File: config.mk
export PLATFORM = sky130hd
export DESIGN_NAME = mem_access_ctrl
export DESIGN_NICKNAME = d
export VERILOG_FILES = /design/src/rtl/mem_access_ctrl.sv
export SDC_FILE = /design/constraint.sdc
export NUM_CORES = 1
export LEC_CHECK = 0
export ABC_AREA = 1
export CAP_MARGIN = 10
export CORE_MARGIN = 2
export CORE_UTILIZATION = 48
export CTS_CLUSTER_SIZE = 40
export DETAILED_ROUTE_END_ITERATION = 7
export MAX_ROUTING_LAYER = met4
export PLACE_DENSITY = 0.86
export SLEW_MARGIN = 10
export SYNTH_ARGS = -nofsm -noshare
export SYNTH_HDL_FRONTEND = slang
export SYNTH_SLANG_ARGS = --single-unit
export TNS_END_PERCENT = 30
File: constraint.sdc
create_clock -name clk -period 2.8 [get_ports clk]
set_input_delay 0.56 -clock clk [delete_from_list [all_inputs] [get_ports clk]]
set_output_delay 0.56 -clock clk [all_outputs]
set_load 0.03 [all_outputs]
File: src/rtl/mem_access_ctrl.sv
// mem_access_ctrl: MEM-stage SRAM load/store sequencer; define MEM_ALIGN_CHECK_EN to turn misaligned accesses into error responses
module mem_access_ctrl #(
  parameter int RD_LAT = 1
) (
  input  logic        clk,
  input  logic        rst,
  input  logic        req_valid,
  output logic        req_ready,
  input  logic        req_we,
  input  logic [1:0]  req_size,
  input  logic        req_unsigned,
  input  logic [31:0] req_addr,
  input  logic [31:0] req_wdata,
  output logic        data_sram_en,
  output logic [3:0]  data_sram_wen,
  output logic [31:0] data_sram_addr,
  output logic [31:0] data_sram_wdata,
  input  logic [31:0] data_sram_rdata,
  output logic        resp_valid,
  output logic [31:0] resp_rdata,
  output logic        misalign,
  output logic        stallreq
);
  typedef enum logic [1:0] {IDLE, ACCESS, WAIT, RESP} state_t;
  localparam logic [2:0] LAT_M1 = 3'(RD_LAT - 1);
  state_t state_q, state_d;
  logic we_q, we_d, uns_q, uns_d, mis_q, mis_d;
  logic [1:0] size_q, size_d;
  logic [2:0] cnt_q, cnt_d;
  logic [31:0] addr_q, addr_d, wdata_q, wdata_d, rdata_q, rdata_d;
  logic req_mis;
  logic [7:0] lane_b;
  logic [15:0] lane_h;
  logic [31:0] ld_fmt;
`ifdef MEM_ALIGN_CHECK_EN
  assign req_mis = (req_size == 2'd1 && req_addr[0]) || (req_size[1] && req_addr[1:0] != 2'b00);
`else
  assign req_mis = 1'b0;
`endif
  always_comb begin
    state_d = state_q;
    we_d    = we_q;
    uns_d   = uns_q;
    mis_d   = mis_q;
    size_d  = size_q;
    cnt_d   = cnt_q;
    addr_d  = addr_q;
    wdata_d = wdata_q;
    rdata_d = rdata_q;
    case (state_q)
      IDLE: if (req_valid) begin
        we_d    = req_we;
        size_d  = req_size;
        uns_d   = req_unsigned;
        addr_d  = req_addr;
        wdata_d = req_wdata;
        mis_d   = req_mis;
        state_d = req_mis ? RESP : ACCESS;
      end
      ACCESS: begin
        state_d = (we_q || RD_LAT == 1) ? RESP : WAIT;
        cnt_d   = LAT_M1;
        rdata_d = (!we_q && RD_LAT == 1) ? data_sram_rdata : rdata_q;
      end
      WAIT: begin
        cnt_d   = cnt_q - 3'd1;
        state_d = (cnt_q == 3'd1) ? RESP : WAIT;
        rdata_d = (cnt_q == 3'd1) ? data_sram_rdata : rdata_q;
      end
      default: state_d = IDLE;
    endcase
  end
  always_ff @(posedge clk) begin
    if (rst) begin
      state_q <= IDLE;
      we_q    <= 1'b0;
      uns_q   <= 1'b0;
      mis_q   <= 1'b0;
      size_q  <= 2'd0;
      cnt_q   <= 3'd0;
      addr_q  <= 32'd0;
      wdata_q <= 32'd0;
      rdata_q <= 32'd0;
    end else begin
      state_q <= state_d;
      we_q    <= we_d;
      uns_q   <= uns_d;
      mis_q   <= mis_d;
      size_q  <= size_d;
      cnt_q   <= cnt_d;
      addr_q  <= addr_d;
      wdata_q <= wdata_d;
      rdata_q <= rdata_d;
    end
  end
  // Load lane select and extension work on the captured word so resp_rdata stays off the request path.
  always_comb begin
    lane_b = addr_q[1] ? (addr_q[0] ? rdata_q[31:24] : rdata_q[23:16])
                       : (addr_q[0] ? rdata_q[15:8] : rdata_q[7:0]);
    lane_h = addr_q[1] ? rdata_q[31:16] : rdata_q[15:0];
    ld_fmt = size_q == 2'd0 ? {{24{~uns_q & lane_b[7]}}, lane_b}
           : size_q == 2'd1 ? {{16{~uns_q & lane_h[15]}}, lane_h}
           : rdata_q;
  end
  always_comb begin
    req_ready       = state_q == IDLE;
    stallreq        = (state_q == IDLE && req_valid) || state_q == ACCESS || state_q == WAIT;
    data_sram_en    = state_q == ACCESS;
    data_sram_wen   = !(state_q == ACCESS && we_q) ? 4'b0000
                    : size_q == 2'd0 ? 4'b0001 << addr_q[1:0]
                    : size_q == 2'd1 ? (addr_q[1] ? 4'b1100 : 4'b0011)
                    : 4'b1111;
    data_sram_addr  = state_q == ACCESS ? {addr_q[31:2], 2'b00} : 32'd0;
    data_sram_wdata = state_q != ACCESS ? 32'd0
                    : size_q == 2'd0 ? {4{wdata_q[7:0]}}
                    : size_q == 2'd1 ? {2{wdata_q[15:0]}}
                    : wdata_q;
    resp_valid      = state_q == RESP;
    resp_rdata      = (state_q == RESP && !we_q && !mis_q) ? ld_fmt : 32'd0;
    misalign        = state_q == RESP && mis_q;
  end
endmodule

## Yosys cells after proc, flatten, opt, wreduce, memory -nomap -nowiden

Index checks and enable logic that the tools add are counted.

- Bitwise gates (word level): 3
- Shift-type cells: 1
- Equal/unequal tests: 9
- Muxes and demuxes: 22
- Reductions and logical operators: 11
- Add/subtract/negate cells: 1

Operators by type and width:

| cell | number |
|---|---|
| $mux 32 | 9 |
| $pmux 32 s2 | 1 |
| $mux 8 | 3 |
| $mux 16 | 1 |
| $mux 4 | 4 |
| $ne 2x2->1 const B | 3 |
| $pmux 2 s3 | 1 |
| $pmux 3 s2 | 1 |
| $eq 2x1->1 const B | 2 |
| $eq 2x2->1 const B | 2 |
| $logic_not 2->1 | 2 |
| $shl 1x2->4 const A | 1 |
| $eq 3x1->1 const B | 1 |
| $logic_and 1x1->1 | 3 |
| $reduce_and 3->1 | 1 |
| $sub 3x1->3 const B | 1 |
| $and 1x1->1 | 2 |
| $logic_or 1x1->1 | 2 |
| $mux 2 | 1 |
| $ne 2x1->1 const B | 1 |
| $reduce_and 2->1 | 1 |
| $reduce_bool 2->1 | 1 |
| $logic_not 1->1 | 1 |
| $mux 1 | 1 |
| $not 1->1 | 1 |

- Bits in registers: 105
- Word-level logic and storage cells: 55
- Input bits: 103

## Logic depth before layout (Yosys ltp)

Gate-level depths: netlist of run 1.

- Depth in word-level cells: 5
- Depth in mapped cells: 9

## Worst setup path after synthesis of run 1

No wires, ideal clock.

- Path kind: register to output
- Start: register state_q[0]
- End: output port resp_rdata[13]
- Setup slack: 0.317 ns
- Data arrival time: 1.923 ns
- Stages on the path, launching flop included: 8
- Data required time: 2.240 ns
- Path through: dfxtp_1 > ha_1 > inv_1 > or2_2 > inv_2 > nand3_2 > buf_2 > nor2_1

- Word-level cells in the longest chain between the ends: 3

Ends and longest elaborated chain:

| what | line | RTL |
|---|---|---|
| start, declared | 26 | `state_t state_q, state_d;` |
| start signal, assigned | 85 | `state_q <= state_d;` |
| $eq 2x2->1 | -- |  |
| via resp_valid | 19 | `output logic resp_valid,` |
| $logic_and 1x1->1 | 119 | `resp_rdata = (state_q == RESP && !we_q && !mis_q) ? ld_fmt : 32'd0;` |
| $mux 32 | 119 |  |
| end, declared | 20 | `output logic [31:0] resp_rdata,` |

The timed path passes the listed nets, and every way through them passes these cells.

## Final worst setup path of run 1

- Start: register state_q[1]
- End: output port data_sram_addr[23]

- Word-level cells in the longest chain between the ends: 2

Ends and longest elaborated chain:

| what | line | RTL |
|---|---|---|
| $eq 2x1->1 | 113 | `data_sram_addr = state_q == ACCESS ? {addr_q[31:2], 2'b00} : 32'd0;` |
| $mux 32 | 113 |  |
| end, declared | 16 | `output logic [31:0] data_sram_addr,` |

Every way passes these cells.

==> qor.txt, run 1 <==
Status = finished clean
Mapped Cells = 834
Synth warnings = 0
Remaining DRCs = 0
GR Overflow Total = 0
CP Max Fanout = 43
Post-synthesis sequential area ratio = 39.67%
Register area = 2103 sq um
Nets = 1,127
H-tree levels = 3
Max frequency = 368.3 MHz
Final setup margin = 0.08484 ns
DIE AREA = 11,900 sq um
Critical Path RT = 2.24 ns
Worst path arrival time = 2.16 ns
Final Hold Fails = 0
Vias in the first global route = 5,475
DRT Wirelength = 16,840 um
Slowest CP cell = clkdlybuf4s50_1
Clk slew on worst S/H paths = 0.10 ns
Avg Inst Size Synth = 6.354 sq um
Commonest non-fill, non-tap cell in the layout = nor2_1
Max-cap violations = 0
Tightest Pin Transition = 0.5184 ns
ANT cells = 0
Post-DP HPWL = 12,500 um
Fillers = 983
CP cell instances = inv_1, ha_4, buf_12, nand2_1, inv_1, clkdlybuf4s50_1
Cell Area, Placed = 7406 sq um
Capturing point of the worst reg2reg path = rdata_q[16]
Post-DRT Antenna Nets = 0
Hold Path Depth = 2
R2R cell count = 6
Clock Latency Late Sink = 0.37 ns
Reg-to-reg setup timing slack = 0.78 ns
Share of layout cells above drive strength 1 = 9.794%
Min Tclk post-route = 2.715 ns
CP dominant cell by count = inv_1
CP peak stage delay = 0.65 ns
Num CTS Buffers = 9
Startpoint class of the critical path = flop
Crit Path Category = flop to primary output
Place WS = 0.1139 ns
First drt pass iteration count = 6
CTS root buf = clkbuf_8
Vias per inst = 5.052
Core footprint = 10,790 sq um
IO Port Bufs = 204
Tcrit/Tclk final = 96.97%
I/O pins = 208
Worst reg2reg startpoint = state_q[1]
P_leak = 0.003682 uW
Die Y = 109.1 um
Rel. slew slack = 65.40%
Max IR drop VDD = 0.0004389 V
Most frequent cells in the layout = nor2_1 (179), nand2_1 (141), o21ai_0 (122)
Synth area leaders = dfxtp_1 (40%), nor2_1 (13%), o21ai_0 (12%), nand2_1 (10%), inv_1 (6.7%)
CTS tree = done
Total GRT Usage = 28.93%
Pwr dens = 864.6 nW/um^2
First-pass GRT wire length = 26,100 um
Ys async rst share = 0%
Most used DFF post-synth = dfxtp_1
Synthesized cell area = 5299 sq um
Worst Hold Class = flop to flop
Area grow syn2layout = 43.14%
Post-layout util = 70.28%
Clock tree sinks = 105
# setup viols final = 0
Initial core utilization = 49.10%
Wire per inst = 14.50 um
Post-synth EDFFs = 0
Top cell type's share of synthesized area = 39.67%
Drt first-iter violations = 373
Synthesized flop and latch total = 105
Largest area contributor in the netlist = dfxtp_1
Max Root-Sink Buffers = 2
Fin. max-slew vios = 0
Antenna violations before repair = 0
Die Width = 109.1 um
RD Place Congestion = 0.9235
Area of the multi-input gates = 2615 sq um
Min-delay src = rdata_q[2]
FP Rows = 38
RSZ-0062 raised after global routing = yes
CP endpoint kind = primary output
Tot Pwr = 6558 uW
Post-CTS setup buffer count = 0
Clock skew = 0.008234 ns
DR vias = 5,865
Post-route cell area = 7585 sq um
Worst hold endpoint = rdata_q[2]
Largest net degree at the start of global routing = 48
Netlist cell types = 27
-- worst max path at each step --
stage                     from                 end
global route        state_q[1]  data_sram_wdata[8]
floorplan           state_q[0]      resp_rdata[13]
CTS                 state_q[1]  data_sram_addr[14]
detailed placement  state_q[0]      resp_rdata[22]
global placement     addr_q[1]       resp_rdata[2]
finish              state_q[1]  data_sram_addr[23]
-- final cells by class --
| class | instances | area share (%) |
|---|---|---|
| clock inverters | 6 | 0.7423 |
| inverters | 102 | 5.130 |
| clock buffers | 9 | 1.633 |
| multi-input cells | 576 | 34.48 |
| flip-flops and latches | 105 | 27.73 |
| repair buffers | 223 | 27.98 |
| well taps | 140 | 2.309 |
-- cells in the mapped netlist (5+ instances only) --
library cell	number
nor2_1	180
nand2_1	142
o21ai_0	122
dfxtp_1	105
inv_1	95
a21oi_1	68
clkbuf_1	30
nand3_1	18
buf_2	14
nor3_1	9
ha_1	7
o211ai_1	7
o21ai_1	7
buf_4	5
inv_2	5
-- per-layer routing --
metal | vias up | global-route usage, % | part of all wire, % | routed length [um]
li1 | 2973 | - | - | -
met5 | - | - | 0 | 0
met1 | 2569 | 33.48 | 39 | 6643
met4 | 0 | 11.90 | 3.4 | 571
met2 | 279 | 48.85 | 48 | 8053
met3 | 44 | 5.858 | 9.3 | 1568
-- where the power goes --
part / switching [uW] / internal, uW
sequential: 392 / 2010
clock: 548 / 333
combinational: 2100 / 1170
-- flip-flops by register name, summed over array words and instances, names as in the netlist --
name     count
wdata_q     32
addr_q      32
state_q      2
rdata_q     32
we_q         1
uns_q        1
size_q       2
cnt_q        3
-- timing repair --
action,CTS,global route
resized for setup,36,11
pin swaps,0,0
endpoints found under the hold margin,0,0
hold buffers,0,0
endpoints found under the setup margin,41,56
cloned,0,0
-- worst max-delay path, delay by kind of cell, from the launching register on --
kind / cells / cell delay, ns
adders and majority gates: 1 / 0.25
buffers and inverters: 4 / 1.09
DFF: 1 / 0.35
and+or+nand+nor: 1 / 0.08
-- stage by stage --
step	cells	hold slack (ns)	setup TNS, ns
floorplan	836	0.4372	0
detailed placement	1146	0.4636	0
global placement	1146	0.4563	0
global route	1161	0.5019	-0.006962
finish	1161	0.4738	0
CTS	1161	0.4778	-0.02362
-- cells by family after synthesis --
kind of cell               Yosys count  synth area share, %
adders and majority gates            7                1.653
xor gates and xnor gates             1               0.1653
AOI/OAI and AO/OA                  207                20.02
other                                1              0.07077
DFF                                105                39.67
buffers and inverters              155                11.69
and+or+nand+nor                    358                26.73
(Power assumes the default switching activity.)
==> run 2: changes to the inputs <==
--- a/config.mk
+++ b/config.mk
@@ -7,12 +7,14 @@
 export LEC_CHECK = 0
 export ABC_AREA = 1
 export CAP_MARGIN = 10
+export CORE_ASPECT_RATIO = 0.9
 export CORE_MARGIN = 2
 export CORE_UTILIZATION = 48
 export CTS_CLUSTER_SIZE = 40
 export DETAILED_ROUTE_END_ITERATION = 7
 export MAX_ROUTING_LAYER = met4
 export PLACE_DENSITY = 0.86
+export RECOVER_POWER = 100
 export SLEW_MARGIN = 10
 export SYNTH_ARGS = -nofsm -noshare
 export SYNTH_HDL_FRONTEND = slang
==> constraint.sdc (replaced) <==
create_clock -name clk -period 2.8 [get_ports clk]
set_input_delay 0.56 -clock clk [delete_from_list [all_inputs] [get_ports clk]]
set_output_delay 0.56 -clock clk [all_outputs]
set_load 0.01 [all_outputs]
==> run 2 against run 1 <==
Sequential share of layout area is 0.63 points lower. Global-route usage is 0.17 points lower. Non-clock buffer count did not move. Die area about the same.
==> qor.txt, run 2 (same netlist as run 1, synthesis figures left out) <==
Status = finished clean
Fin. max-slew vios = 0 (unchanged)
Tot Pwr = 6630 uW (+1.1%)
Min Tclk post-route = 2.746 ns (+0.03125 ns)
Commonest non-fill, non-tap cell in the layout = clkdlybuf4s50_1
Sequential share of power = 36.4% (-0.3 points)
ANT cells = 0 (unchanged)
Post-route cell area = 7784 sq um (+2.6%)
Num CTS Buffers = 9 (unchanged)
CP Max Fanout = 16 (-63%)
Cell Area, Placed = 7445 sq um (+0.52%)
Clk pwr share = 18.2% (+4.8 points)
Max-cap violations = 0 (unchanged)
# setup viols final = 0 (unchanged)
Area grow syn2layout = 46.90%
Final Hold Fails = 0 (unchanged)
CP endpoint kind = primary output
Int Power = 3820 uW (+8.7%)
Core footprint = 10,810 sq um (+0.16%)
Cell family with most CP delay = buffers and inverters
CP peak stage delay = 0.60 ns (-0.05 ns)
CTS root buf = clkbuf_16
First-pass GRT wire length = 26,960 um (+3.3%)
Wire per inst = 14.68 um (+1.3%)
Worst path arrival time = 2.19 ns (+0.03 ns)
P_sw = 2810 uW (-7.7%)
Fillers = 943 (-4.1%)
First drt pass iteration count = 5 (-1)
Tcrit/Tclk final = 98.09% (+1.1 points)
Drt first-iter violations = 565 (+51%)
FP Rows = 36 (-5.3%)
Placed Cells = 1,139 (-0.61%)
Max Root-Sink Buffers = 2 (unchanged)
GR Overflow Total = 0 (unchanged)
Setup TNS = 0 ns (unchanged)
CP dominant cell by count = inv_1
DRT Wirelength = 16,980 um (+0.83%)
Max IR drop VDD = 0.0004013 V (-8.6%)
Post-DRT Antenna Nets = 0 (unchanged)
Clock tree sinks = 105 (unchanged)
Buf/Inv on CP = 3 (-1)
CTS tree = done
CP cell instances = inv_1, ha_2, inv_1, a21oi_1, clkdlybuf4s50_1
IO Port Bufs = 204 (unchanged)
WHS = 0.4722 ns (-0.001642 ns)
Clock skew = 0.01150 ns (+0.003267 ns)
Combinational share of power = 45.4% (-4.5 points)
H-tree levels = 3 (unchanged)
DIE AREA = 11,900 sq um (about the same)
RD Place Congestion = 0.9359 (+1.3%)
Critical Path RT = 2.24 ns (about the same)
Clock Latency Late Sink = 0.35 ns (-0.02 ns)
Most frequent cells in the layout = clkdlybuf4s50_1 (176), nor2_1 (175), nand2_1 (140)
RSZ-0062 raised after global routing = yes
DR vias = 5,994 (+2.2%)
Clk slew on worst S/H paths = 0.07 ns (-0.03 ns)
Remaining DRCs = 0 (unchanged)
Crit Path Category = flop to primary output
Die Y = 103.7 um (-4.9%)
Nets = 1,129 (+0.18%)
Total GRT Usage = 28.76% (-0.17 points)
Slowest CP cell = clkdlybuf4s50_1
Tightest Pin Transition = 1.304 ns (+0.7853 ns)
Vias per inst = 5.185 (+2.6%)
P_leak = 0.003637 uW (-1.2%)
Antenna violations before repair = 0 (unchanged)
Rel. slew slack = 13.08% (-52 points)
Fin cells = 1,156 (-0.43%)
Largest net degree at the start of global routing = 77 (+60%)
Worst Hold Class = flop to flop
Initial core utilization = 49.02% (-0.080 points)
Max frequency = 364.1 MHz (-1.1%)
Post-DP HPWL = 11,910 um (-4.7%)
Share of layout cells above drive strength 1 = 6.061% (-3.7 points)
Vias in the first global route = 5,491 (+0.29%)
Switching Fraction = 42.38% (-4.0 points)
Die Width = 114.8 um (+5.2%)
I/O pins = 208 (unchanged)
Largest regs = addr_q (32), rdata_q (32), wdata_q (32)
Startpoint class of the critical path = flop
Pwr dens = 851.8 nW/um^2 (-1.5%)
run 2: cell count changes in the layout (fill, tap and decap cells not counted), moves of 6 or more:
| cell | delta |
|---|---|
| buf_12 | -6 |
| buf_4 | -42 |
| clkbuf_16 | +9 |
| clkbuf_8 | -9 |
| clkdlybuf4s50_1 | +56 |
| dlygate4sd2_1 | -28 |
| dlymetal6s2s_1 | +8 |
run 2: worst paths after layout:
kind                                 start  slack [ns]                 end  cells past startpoint
worst min-delay path            rdata_q[3]        0.47          rdata_q[3]                      2
worst max register to register  state_q[0]        0.27           addr_q[9]                      8
worst max-delay path            state_q[1]        0.05  data_sram_wdata[9]                      5
worst min register to register  rdata_q[3]        0.47          rdata_q[3]                      2
run 2: through the flow:
stage | utilization, % | worst slack, ns
finish | 72.00 | 0.05359
global route | 72.00 | -0.09122
CTS | 71.77 | -0.01131
detailed placement | 68.87 | 0.2030
global placement | 68.87 | 0.2264
floorplan | - | 0.7151
run 2: worst register-to-register path, stage by stage, from the launching register on:
cell and delay (ns):
dfxtp_2 0.37, inv_1 0.08, ha_1 0.23, nand2_2 0.07
clkbuf_2 0.94, inv_2 0.10, clkbuf_4 0.36, nor2_1 0.18
nor2_1 0.08
run 2: layer usage:
metal,vias to the layer above,global-route usage (%),share of wire (%)
li1,2994,-,-
met1,2693,36.27,42
met2,283,46.62,47
met3,24,7.373,10
met4,0,6.196,1.5
met5,-,-,0
run 2: final cells by class:
| class | count | area, sq um | area share (%) |
|---|---|---|---|
| clock inverters | 6 | 50.05 | 0.6430 |
| flip-flops and latches | 105 | 2110 | 27.10 |
| well taps | 133 | 166.4 | 2.138 |
| multi-input cells | 578 | 2648 | 34.01 |
| clock buffers | 9 | 225.2 | 2.893 |
| repair buffers | 223 | 2198 | 28.24 |
| inverters | 102 | 386.6 | 4.967 |
run 2: repair_timing:
action / CTS / global route
resized for setup: 16 / 28
setup buffers: 0 / 0
pin swaps: 1 / 0
cloned: 1 / 1
setup endpoints to repair: 30 / 41
hold buffers: 0 / 0
run 2: power groups by stage:
stage / Clock (uW) / Sequential (uW) / Combinational, uW
after floorplan: 0 / 2300 / 1960
after global placement: 0 / 2410 / 2900
after detailed placement: 0 / 2430 / 2940
after CTS: 1220 / 2400 / 3000
after global routing: 1290 / 2470 / 3370
final: 1200 / 2410 / 3010
